File: src/rtl/cache_pkg.sv
// rtl/cache_pkg.sv - shared state encoding, geometry derivations and address-field helpers
package cache_pkg;

  typedef enum logic [2:0] {
    S_IDLE, S_CMP, S_RF_REQ, S_RF_DATA, S_WT_REQ, S_WT_ACK, S_RESP
  } cache_state_e;

  localparam int ADDR_LSB = 3;

  function automatic int calc_line_w(input int dw, input int bk);
    return $clog2(dw * bk / 8);
  endfunction

  function automatic int calc_tag_w(input int dw, input int bk, input int cl);
    return 32 - calc_line_w(dw, bk) - $clog2(cl);
  endfunction

  function automatic int calc_beats(input int dw, input int bk);
    return dw * bk / 64;
  endfunction

  function automatic logic [31:0] addr_tag(input logic [31:0] addr, input int line_w, input int idx_w);
    return addr >> (line_w + idx_w);
  endfunction

  function automatic logic [31:0] addr_index(input logic [31:0] addr, input int line_w, input int idx_w);
    return (addr >> line_w) & ((32'd1 << idx_w) - 32'd1);
  endfunction

  function automatic logic [31:0] addr_bank(input logic [31:0] addr, input int dw, input int bk);
    return (addr >> $clog2(dw / 8)) & 32'(bk - 1);
  endfunction

  function automatic logic [31:0] addr_word(input logic [31:0] addr, input int line_w);
    return (addr & ((32'd1 << line_w) - 32'd1)) >> ADDR_LSB;
  endfunction

endpackage

File: src/rtl/cache_victim_sel.sv
// rtl/cache_victim_sel.sv - refill victim way: lowest invalid way first, else round-robin pointer
module cache_victim_sel
  import cache_pkg::*;
#(
  parameter int CB = 1,
  localparam int WAY_W = (CB > 1) ? $clog2(CB) : 1
) (
  input  logic             CLK,
  input  logic             RST,
  input  logic [CB-1:0]    valid_row,
  input  logic             advance,
  output logic [WAY_W-1:0] victim
);

  logic [WAY_W-1:0] rr_q;
  logic             found;

  always_comb begin
    victim = rr_q;
    found  = 1'b0;
    for (int w = 0; w < CB; w++) begin
      if (!found && !valid_row[w]) begin
        victim = WAY_W'(w);
        found  = 1'b1;
      end
    end
  end

  always_ff @(posedge CLK) begin
    if (RST) begin
      rr_q <= '0;
    end else if (advance) begin
      rr_q <= (rr_q == WAY_W'(CB - 1)) ? '0 : rr_q + WAY_W'(1);
    end
  end

endmodule

File: src/rtl/cache_ctrl.sv
// rtl/cache_ctrl.sv - cache sequencer: lookup, read-miss line refill, write-through stores
// Optional hit/miss counters are built when CACHE_CTRL_PERF_EN is defined.
module cache_ctrl
  import cache_pkg::*;
#(
  parameter int DW = 1024,
  parameter int BK = 4,
  parameter int CB = 1,
  parameter int CL = 256,
  localparam int TAG_W = calc_tag_w(DW, BK, CL)
) (
  input  logic                CLK,
  input  logic                RST,
  input  logic                req_valid,
  output logic                req_ready,
  input  logic [31:0]         req_addr,
  input  logic                req_wen,
  input  logic [63:0]         req_wdata,
  input  logic [7:0]          req_wstrb,
  output logic                rsp_valid,
  output logic [63:0]         rsp_rdata,
  output logic                mem_req_valid,
  input  logic                mem_req_ready,
  output logic [31:0]         mem_req_addr,
  output logic                mem_req_wen,
  output logic [63:0]         mem_req_wdata,
  output logic [7:0]          mem_req_wstrb,
  input  logic                mem_rsp_valid,
  input  logic [63:0]         mem_rsp_data,
  output logic [31:0]         cache_addr,
  output logic [CB-1:0]       cache_en_w,
  output logic [CB-1:0]       cache_en_r,
  output logic [7:0]          cache_info_wstrb,
  output logic [63:0]         cache_info_w,
  input  logic [64*CB-1:0]    cache_info_r,
  output logic [31:0]         tag_addr,
  output logic [CB-1:0]       tag_en_w,
  output logic [CB-1:0]       tag_en_r,
  output logic [TAG_W-1:0]    tag_info_w,
  input  logic [TAG_W*CB-1:0] tag_info_r,
  output logic [31:0]         perf_hit_cnt,
  output logic [31:0]         perf_miss_cnt
);

  localparam int LINE_W = calc_line_w(DW, BK);
  localparam int IDX_W  = $clog2(CL);
  localparam int BEATS  = calc_beats(DW, BK);
  localparam int CNT_W  = $clog2(BEATS);
  localparam int WAY_W  = (CB > 1) ? $clog2(CB) : 1;
  localparam logic [31:0] LINE_MASK = (32'd1 << LINE_W) - 32'd1;

  cache_state_e     state_q, state_d;
  logic [31:0]      addr_q;
  logic             wen_q;
  logic [63:0]      wdata_q, rdata_q;
  logic [7:0]       wstrb_q;
  logic [CNT_W-1:0] cnt_q;
  logic [WAY_W-1:0] victim_q, victim, hit_way;
  logic [CL-1:0]    valid_q [CB];
  logic [CB-1:0]    valid_row;
  logic             hit_any, miss_rd, last_beat;

  logic [TAG_W-1:0] cur_tag;
  logic [IDX_W-1:0] cur_idx;
  logic [CNT_W-1:0] cur_word;
  logic [31:0]      line_base;

  assign cur_tag   = TAG_W'(addr_tag(addr_q, LINE_W, IDX_W));
  assign cur_idx   = IDX_W'(addr_index(addr_q, LINE_W, IDX_W));
  assign cur_word  = CNT_W'(addr_word(addr_q, LINE_W));
  assign line_base = addr_q & ~LINE_MASK;
  assign last_beat = mem_rsp_valid && (cnt_q == CNT_W'(BEATS - 1));
  assign miss_rd   = (state_q == S_CMP) && !hit_any && !wen_q;

  // Descending scan so the lowest-index way wins if several ever match.
  always_comb begin
    hit_any = 1'b0;
    hit_way = '0;
    for (int w = CB - 1; w >= 0; w--) begin
      valid_row[w] = valid_q[w][cur_idx];
      if (valid_q[w][cur_idx] && tag_info_r[w*TAG_W +: TAG_W] == cur_tag) begin
        hit_any = 1'b1;
        hit_way = WAY_W'(w);
      end
    end
  end

  cache_victim_sel #(.CB(CB)) u_victim (
    .CLK       (CLK),
    .RST       (RST),
    .valid_row (valid_row),
    .advance   (miss_rd),
    .victim    (victim)
  );

  always_ff @(posedge CLK) begin
    if (RST) state_q <= S_IDLE;
    else     state_q <= state_d;
  end

  always_comb begin
    state_d          = state_q;
    req_ready        = 1'b0;
    rsp_valid        = 1'b0;
    rsp_rdata        = '0;
    mem_req_valid    = 1'b0;
    mem_req_addr     = '0;
    mem_req_wen      = 1'b0;
    mem_req_wdata    = '0;
    mem_req_wstrb    = '0;
    cache_addr       = addr_q;
    cache_en_w       = '0;
    cache_en_r       = '0;
    cache_info_wstrb = '0;
    cache_info_w     = '0;
    tag_addr         = addr_q;
    tag_en_w         = '0;
    tag_en_r         = '0;
    tag_info_w       = '0;
    case (state_q)
      S_IDLE: begin
        req_ready  = 1'b1;
        cache_addr = req_addr;
        tag_addr   = req_addr;
        if (req_valid) begin
          cache_en_r = '1;
          tag_en_r   = '1;
          state_d    = S_CMP;
        end
      end
      S_CMP: begin
        if (hit_any && !wen_q) begin
          rsp_valid = 1'b1;
          rsp_rdata = cache_info_r[int'(hit_way)*64 +: 64];
          state_d   = S_IDLE;
        end else if (wen_q) begin
          if (hit_any) begin
            cache_en_w[hit_way] = 1'b1;
            cache_info_w        = wdata_q;
            cache_info_wstrb    = wstrb_q;
          end
          state_d = S_WT_REQ;
        end else begin
          state_d = S_RF_REQ;
        end
      end
      S_RF_REQ: begin
        mem_req_valid = 1'b1;
        mem_req_addr  = line_base;
        if (mem_req_ready) state_d = S_RF_DATA;
      end
      S_RF_DATA: begin
        cache_addr = line_base | (32'(cnt_q) << ADDR_LSB);
        if (mem_rsp_valid) begin
          cache_en_w[victim_q] = 1'b1;
          cache_info_w         = mem_rsp_data;
          cache_info_wstrb     = 8'hFF;
          if (last_beat) begin
            tag_en_w[victim_q] = 1'b1;
            tag_info_w         = cur_tag;
            state_d            = S_RESP;
          end
        end
      end
      S_WT_REQ: begin
        mem_req_valid = 1'b1;
        mem_req_wen   = 1'b1;
        mem_req_addr  = addr_q & ~32'h7;
        mem_req_wdata = wdata_q;
        mem_req_wstrb = wstrb_q;
        if (mem_req_ready) state_d = S_WT_ACK;
      end
      S_WT_ACK: begin
        if (mem_rsp_valid) state_d = S_RESP;
      end
      S_RESP: begin
        rsp_valid = 1'b1;
        rsp_rdata = rdata_q;
        state_d   = S_IDLE;
      end
      default: state_d = S_IDLE;
    endcase
  end

  // The victim's valid bit drops at the miss and only returns with the last beat,
  // so an interrupted refill leaves the line invalid.
  always_ff @(posedge CLK) begin
    if (RST) begin
      addr_q   <= '0;
      wen_q    <= 1'b0;
      wdata_q  <= '0;
      wstrb_q  <= '0;
      rdata_q  <= '0;
      cnt_q    <= '0;
      victim_q <= '0;
      for (int w = 0; w < CB; w++) valid_q[w] <= '0;
    end else begin
      if (state_q == S_IDLE && req_valid) begin
        addr_q  <= req_addr;
        wen_q   <= req_wen;
        wdata_q <= req_wdata;
        wstrb_q <= req_wstrb;
        rdata_q <= '0;
      end
      if (miss_rd) begin
        valid_q[victim][cur_idx] <= 1'b0;
        victim_q                 <= victim;
      end
      if (state_q == S_RF_REQ && mem_req_ready) cnt_q <= '0;
      if (state_q == S_RF_DATA && mem_rsp_valid) begin
        if (cnt_q == cur_word) rdata_q <= mem_rsp_data;
        if (last_beat) begin
          cnt_q                      <= '0;
          valid_q[victim_q][cur_idx] <= 1'b1;
        end else begin
          cnt_q <= cnt_q + CNT_W'(1);
        end
      end
    end
  end

`ifdef CACHE_CTRL_PERF_EN
  logic [31:0] hit_cnt_q, miss_cnt_q;

  always_ff @(posedge CLK) begin
    if (RST) begin
      hit_cnt_q  <= '0;
      miss_cnt_q <= '0;
    end else if (state_q == S_CMP) begin
      if (hit_any && hit_cnt_q != 32'hFFFF_FFFF)   hit_cnt_q  <= hit_cnt_q + 32'd1;
      if (!hit_any && miss_cnt_q != 32'hFFFF_FFFF) miss_cnt_q <= miss_cnt_q + 32'd1;
    end
  end

  assign perf_hit_cnt  = hit_cnt_q;
  assign perf_miss_cnt = miss_cnt_q;
`else
  assign perf_hit_cnt  = '0;
  assign perf_miss_cnt = '0;
`endif

endmodule

File: config.mk
export PLATFORM = sky130hd
export DESIGN_NAME = cache_ctrl
export DESIGN_NICKNAME = d
export VERILOG_FILES = /design/src/rtl/cache_pkg.sv /design/src/rtl/cache_victim_sel.sv /design/src/rtl/cache_ctrl.sv
export SDC_FILE = /design/constraint.sdc
export NUM_CORES = 1
export LEC_CHECK = 0
export CAP_MARGIN = 20
export CORE_MARGIN = 8
export CORE_UTILIZATION = 35
export CTS_BUF_LIST = sky130_fd_sc_hd__clkbuf_4 sky130_fd_sc_hd__clkbuf_8
export DETAILED_ROUTE_END_ITERATION = 10
export SLEW_MARGIN = 0
export SYNTH_ARGS = -nofsm -noshare
export SYNTH_HDL_FRONTEND = slang
export SYNTH_SLANG_ARGS = --single-unit
File: constraint.sdc
create_clock -name CLK -period 14.9 [get_ports CLK]
set_input_delay 4.47 -clock CLK [delete_from_list [all_inputs] [get_ports CLK]]
set_output_delay 4.47 -clock CLK [all_outputs]
set_load 0.03 [all_outputs]
==> run summary <==
Tot GR Track Use: 30.3%
# rows: 95
Slew HR: 25.3%
WS Path Type: primary input to output port
PwrDens: 137 mW/mm^2
Count of pins over their slew limit: 0
IO Count: 644
Critical-path cell list: clkdlybuf4s50_1, xor2_1, nor4_1, nand4_1, a311oi_1, or2_4, buf_12, a32o_1, clkdlybuf4s50_1
Met2 Track Usage GR: 46.7%
Vias in the first global route: 22,300
Top post-synthesis cells by area: edfxtp_1, dfxtp_1, a21oi_1, nand2_1, a32o_1
Arr. time, crit path: 8790 ps
Post-synth EDFFs: 256
CTS buffer count: 79
Max clock buf depth: 3
Post-Synth XOR/XNOR Area: 0.773%
Antenna violations before repair: 27
Place WS: 1670 ps
Die area: 0.0766 mm^2
Worst slew pin tran: 1120 ps
Post-Synth Adder-Cell Area: 0.0526%
Required time worst endpoint: 10,430 ps
Hold slack: 457 ps
Grt ovf: 0
HPWL Detailed: 89,800 um
Area Overhead vs Synth: 32.0%
Post-DR wirelength/cell: 30.8 um
First-pass GRT wire length: 171,000 um
CTS sink count: 434
PortBufs: 576
Critical Path Fanout Max: 73
Die span in x: 277 um
# resized after CTS: 0
Top FF cell, synth: edfxtp_1
Register area share after synthesis: 47.3%
Total core area: 0.0673 mm^2
Die Height: 277 um
Main combinational cell family by area after synthesis: compound AO/OA/AOI/OAI gates
Worst path max stage delay: 800 ps
Initial core utilization: 35.4%
Max Freq: 75.4 MHz
Vias: 23,700
Worst skew pair latency: 660 ps
M1 GR Usage: 40.0%
Most frequent cell on the critical path: clkdlybuf4s50_1
CP Launch Type: primary input
RSZ-0062 raised after global routing: no
Synth async-reset ratio: 0%
Detailed Route Iter0 Violations: 3,190
Multiplexer area fraction after synthesis: 8.56%
Share of layout cells above drive strength 1: 9.47%
# setup viols final: 0
Unique cell type count in the Yosys netlist: 52
Met3 usage: 9.70%
Yosys warnings: 0
Placer Congestion: 0.994
Largest net degree at the start of global routing: 261
Flip-flop and latch count after synthesis: 434
Commonest non-fill, non-tap cell in the layout: clkdlybuf4s50_1
Endpoints failing hold: 0
Routed WL: 123,000 um
Setup_tns: 0 ps
Mapped Avg Cell Area: 9.23 um^2
Synth Instances: 2,576
Drc violations: 0
Commonest non-fill, non-tap cells in the layout: clkdlybuf4s50_1, a21oi_1, nand2_1, edfxtp_1, o21ai_1
Net count, final: 3,286
Leakage: 10.4 nW
Root buf cell: clkbuf_8
Crit end category: output port
Crit share post-route: 89.0%
Status: completed
Worst Slack Setup Final: 1640 ps
Clk pin slew, worst setup/hold paths: 60 ps
Largest delay share family, worst path: simple AND/OR/NAND/NOR gates
Cts hold-fix bufs: 0
Slowest cell on the critical path: or2_4
DRT Pass-1 Iters: 6
Vias/cell: 5.95
Global routing's busiest layer: met2
Compound-Gate Fraction of Synth Area: 22.5%
Hold crit path type: flop to flop
Post-Synth Simple-Gate Area: 13.7%
Antenna Nets Post-Route: 0
Post-CTS setup buffer count: 0
Max-cap violation count: 0
Post-layout min period: 13,260 ps
Worst path bufs/invs: 3
Synth area leader: edfxtp_1
Worst Skew: 31.4 ps
Post-Syn Area: 0.0238 mm^2
Worst VDD drop: 0.111 mV
CTS H-tree depth: 3
TritonCTS clock tree: built
Area share of the largest cell type after synthesis: 32.3%
## layer usage
layer / share of wire [%] / vias up
met5: 0.071 / -
met4: 3.3 / 6
met3: 11 / 199
met2: 45 / 1463
met1: 41 / 11800
li1: - / 10300
## cells in the mapped netlist (8+ instances only)
library cell,instances
a21oi_1,442
nand2_1,390
edfxtp_1,256
o21ai_1,250
clkbuf_1,198
dfxtp_1,178
a32o_1,128
and2_1,103
mux2i_1,83
nand3_1,83
buf_4,71
nor2_1,58
mux2_2,51
a22oi_1,42
buf_2,39
mux4_2,28
xor2_1,19
o21ai_0,18
and3_1,17
nor3_1,17
buf_6,15
nand2b_1,11
a31o_1,8
## state kept, by name (all words and copies together) (netlist names)
| signal | count |
|---|---|
| addr_q | 32 |
| valid_q | 256 |
| rdata_q | 64 |
| wstrb_q | 8 |
| wdata_q | 64 |
| wen_q | 1 |
| cnt_q | 6 |
| state_q | 3 |
## stage by stage
stage	utilization, %	cell area, um^2	power [mW]	cells
after floorplan	-	24000	2.47	2642
after global placement	44.2	29800	3.14	3815
after detailed placement	44.3	29800	3.16	3820
after CTS	46.6	31300	4.28	3963
after global routing	46.7	31400	4.44	3981
final	46.7	31400	4.29	3986
## power breakdown
group | leakage [nW] | internal (mW) | switching [mW]
Sequential | 3.90 | 1.37 | 0.142
Combinational | 5.72 | 0.579 | 1.08
Clock | 0.802 | 0.599 | 0.522
Total | 10.4 | 2.55 | 1.74
## kinds of logic (layout without fill, tap and decap cells)
| family | after synthesis | in the layout |
|---|---|---|
| adder cells (fa/ha/maj) | 1 | 1 |
| multiplexers | 162 | 162 |
| buffers and inverters | 336 | 788 |
| flip-flops | 434 | 434 |
| AND/OR/NAND/NOR | 714 | 714 |
| AO/OA/AOI/OAI | 907 | 907 |
| XOR/XNOR | 21 | 21 |
| other | 1 | 86 |
## worst register-to-register path, stage by stage, from the launching register on
cell and delay (ps):
dfxtp_4 730, buf_4 980, mux4_2 660, mux4_2 490
o22ai_1 140, nor4b_1 70, nor2_1 120, a311oi_1 140
or3_2 790, buf_4 440, o21ai_1 250
## path summary, 6_finish.rpt
path | from | depth (start not counted) | to | slack, ps
hold reg to reg | addr_q[2] | 2 | addr_q[2] | 460
setup / recovery | tag_info_r[13] | 9 | cache_info_w[22] | 1640
hold / removal | addr_q[2] | 2 | addr_q[2] | 460
setup reg to reg | addr_q[10] | 10 | valid_q[0][119] | 9800
## final cells by class
class,count,area [um^2]
Inverter,6,25.0
Multi-Input combinational cell,1872,11200
Clock buffer,116,1400
Clock inverter,27,123
Sequential cell,434,11300
Antenna cell,19,47.5
Tap cell,873,1090
Timing Repair Buffer,639,6300
Fill cell,6453,35900
Note: power is estimated with default switching activity, not from simulation.
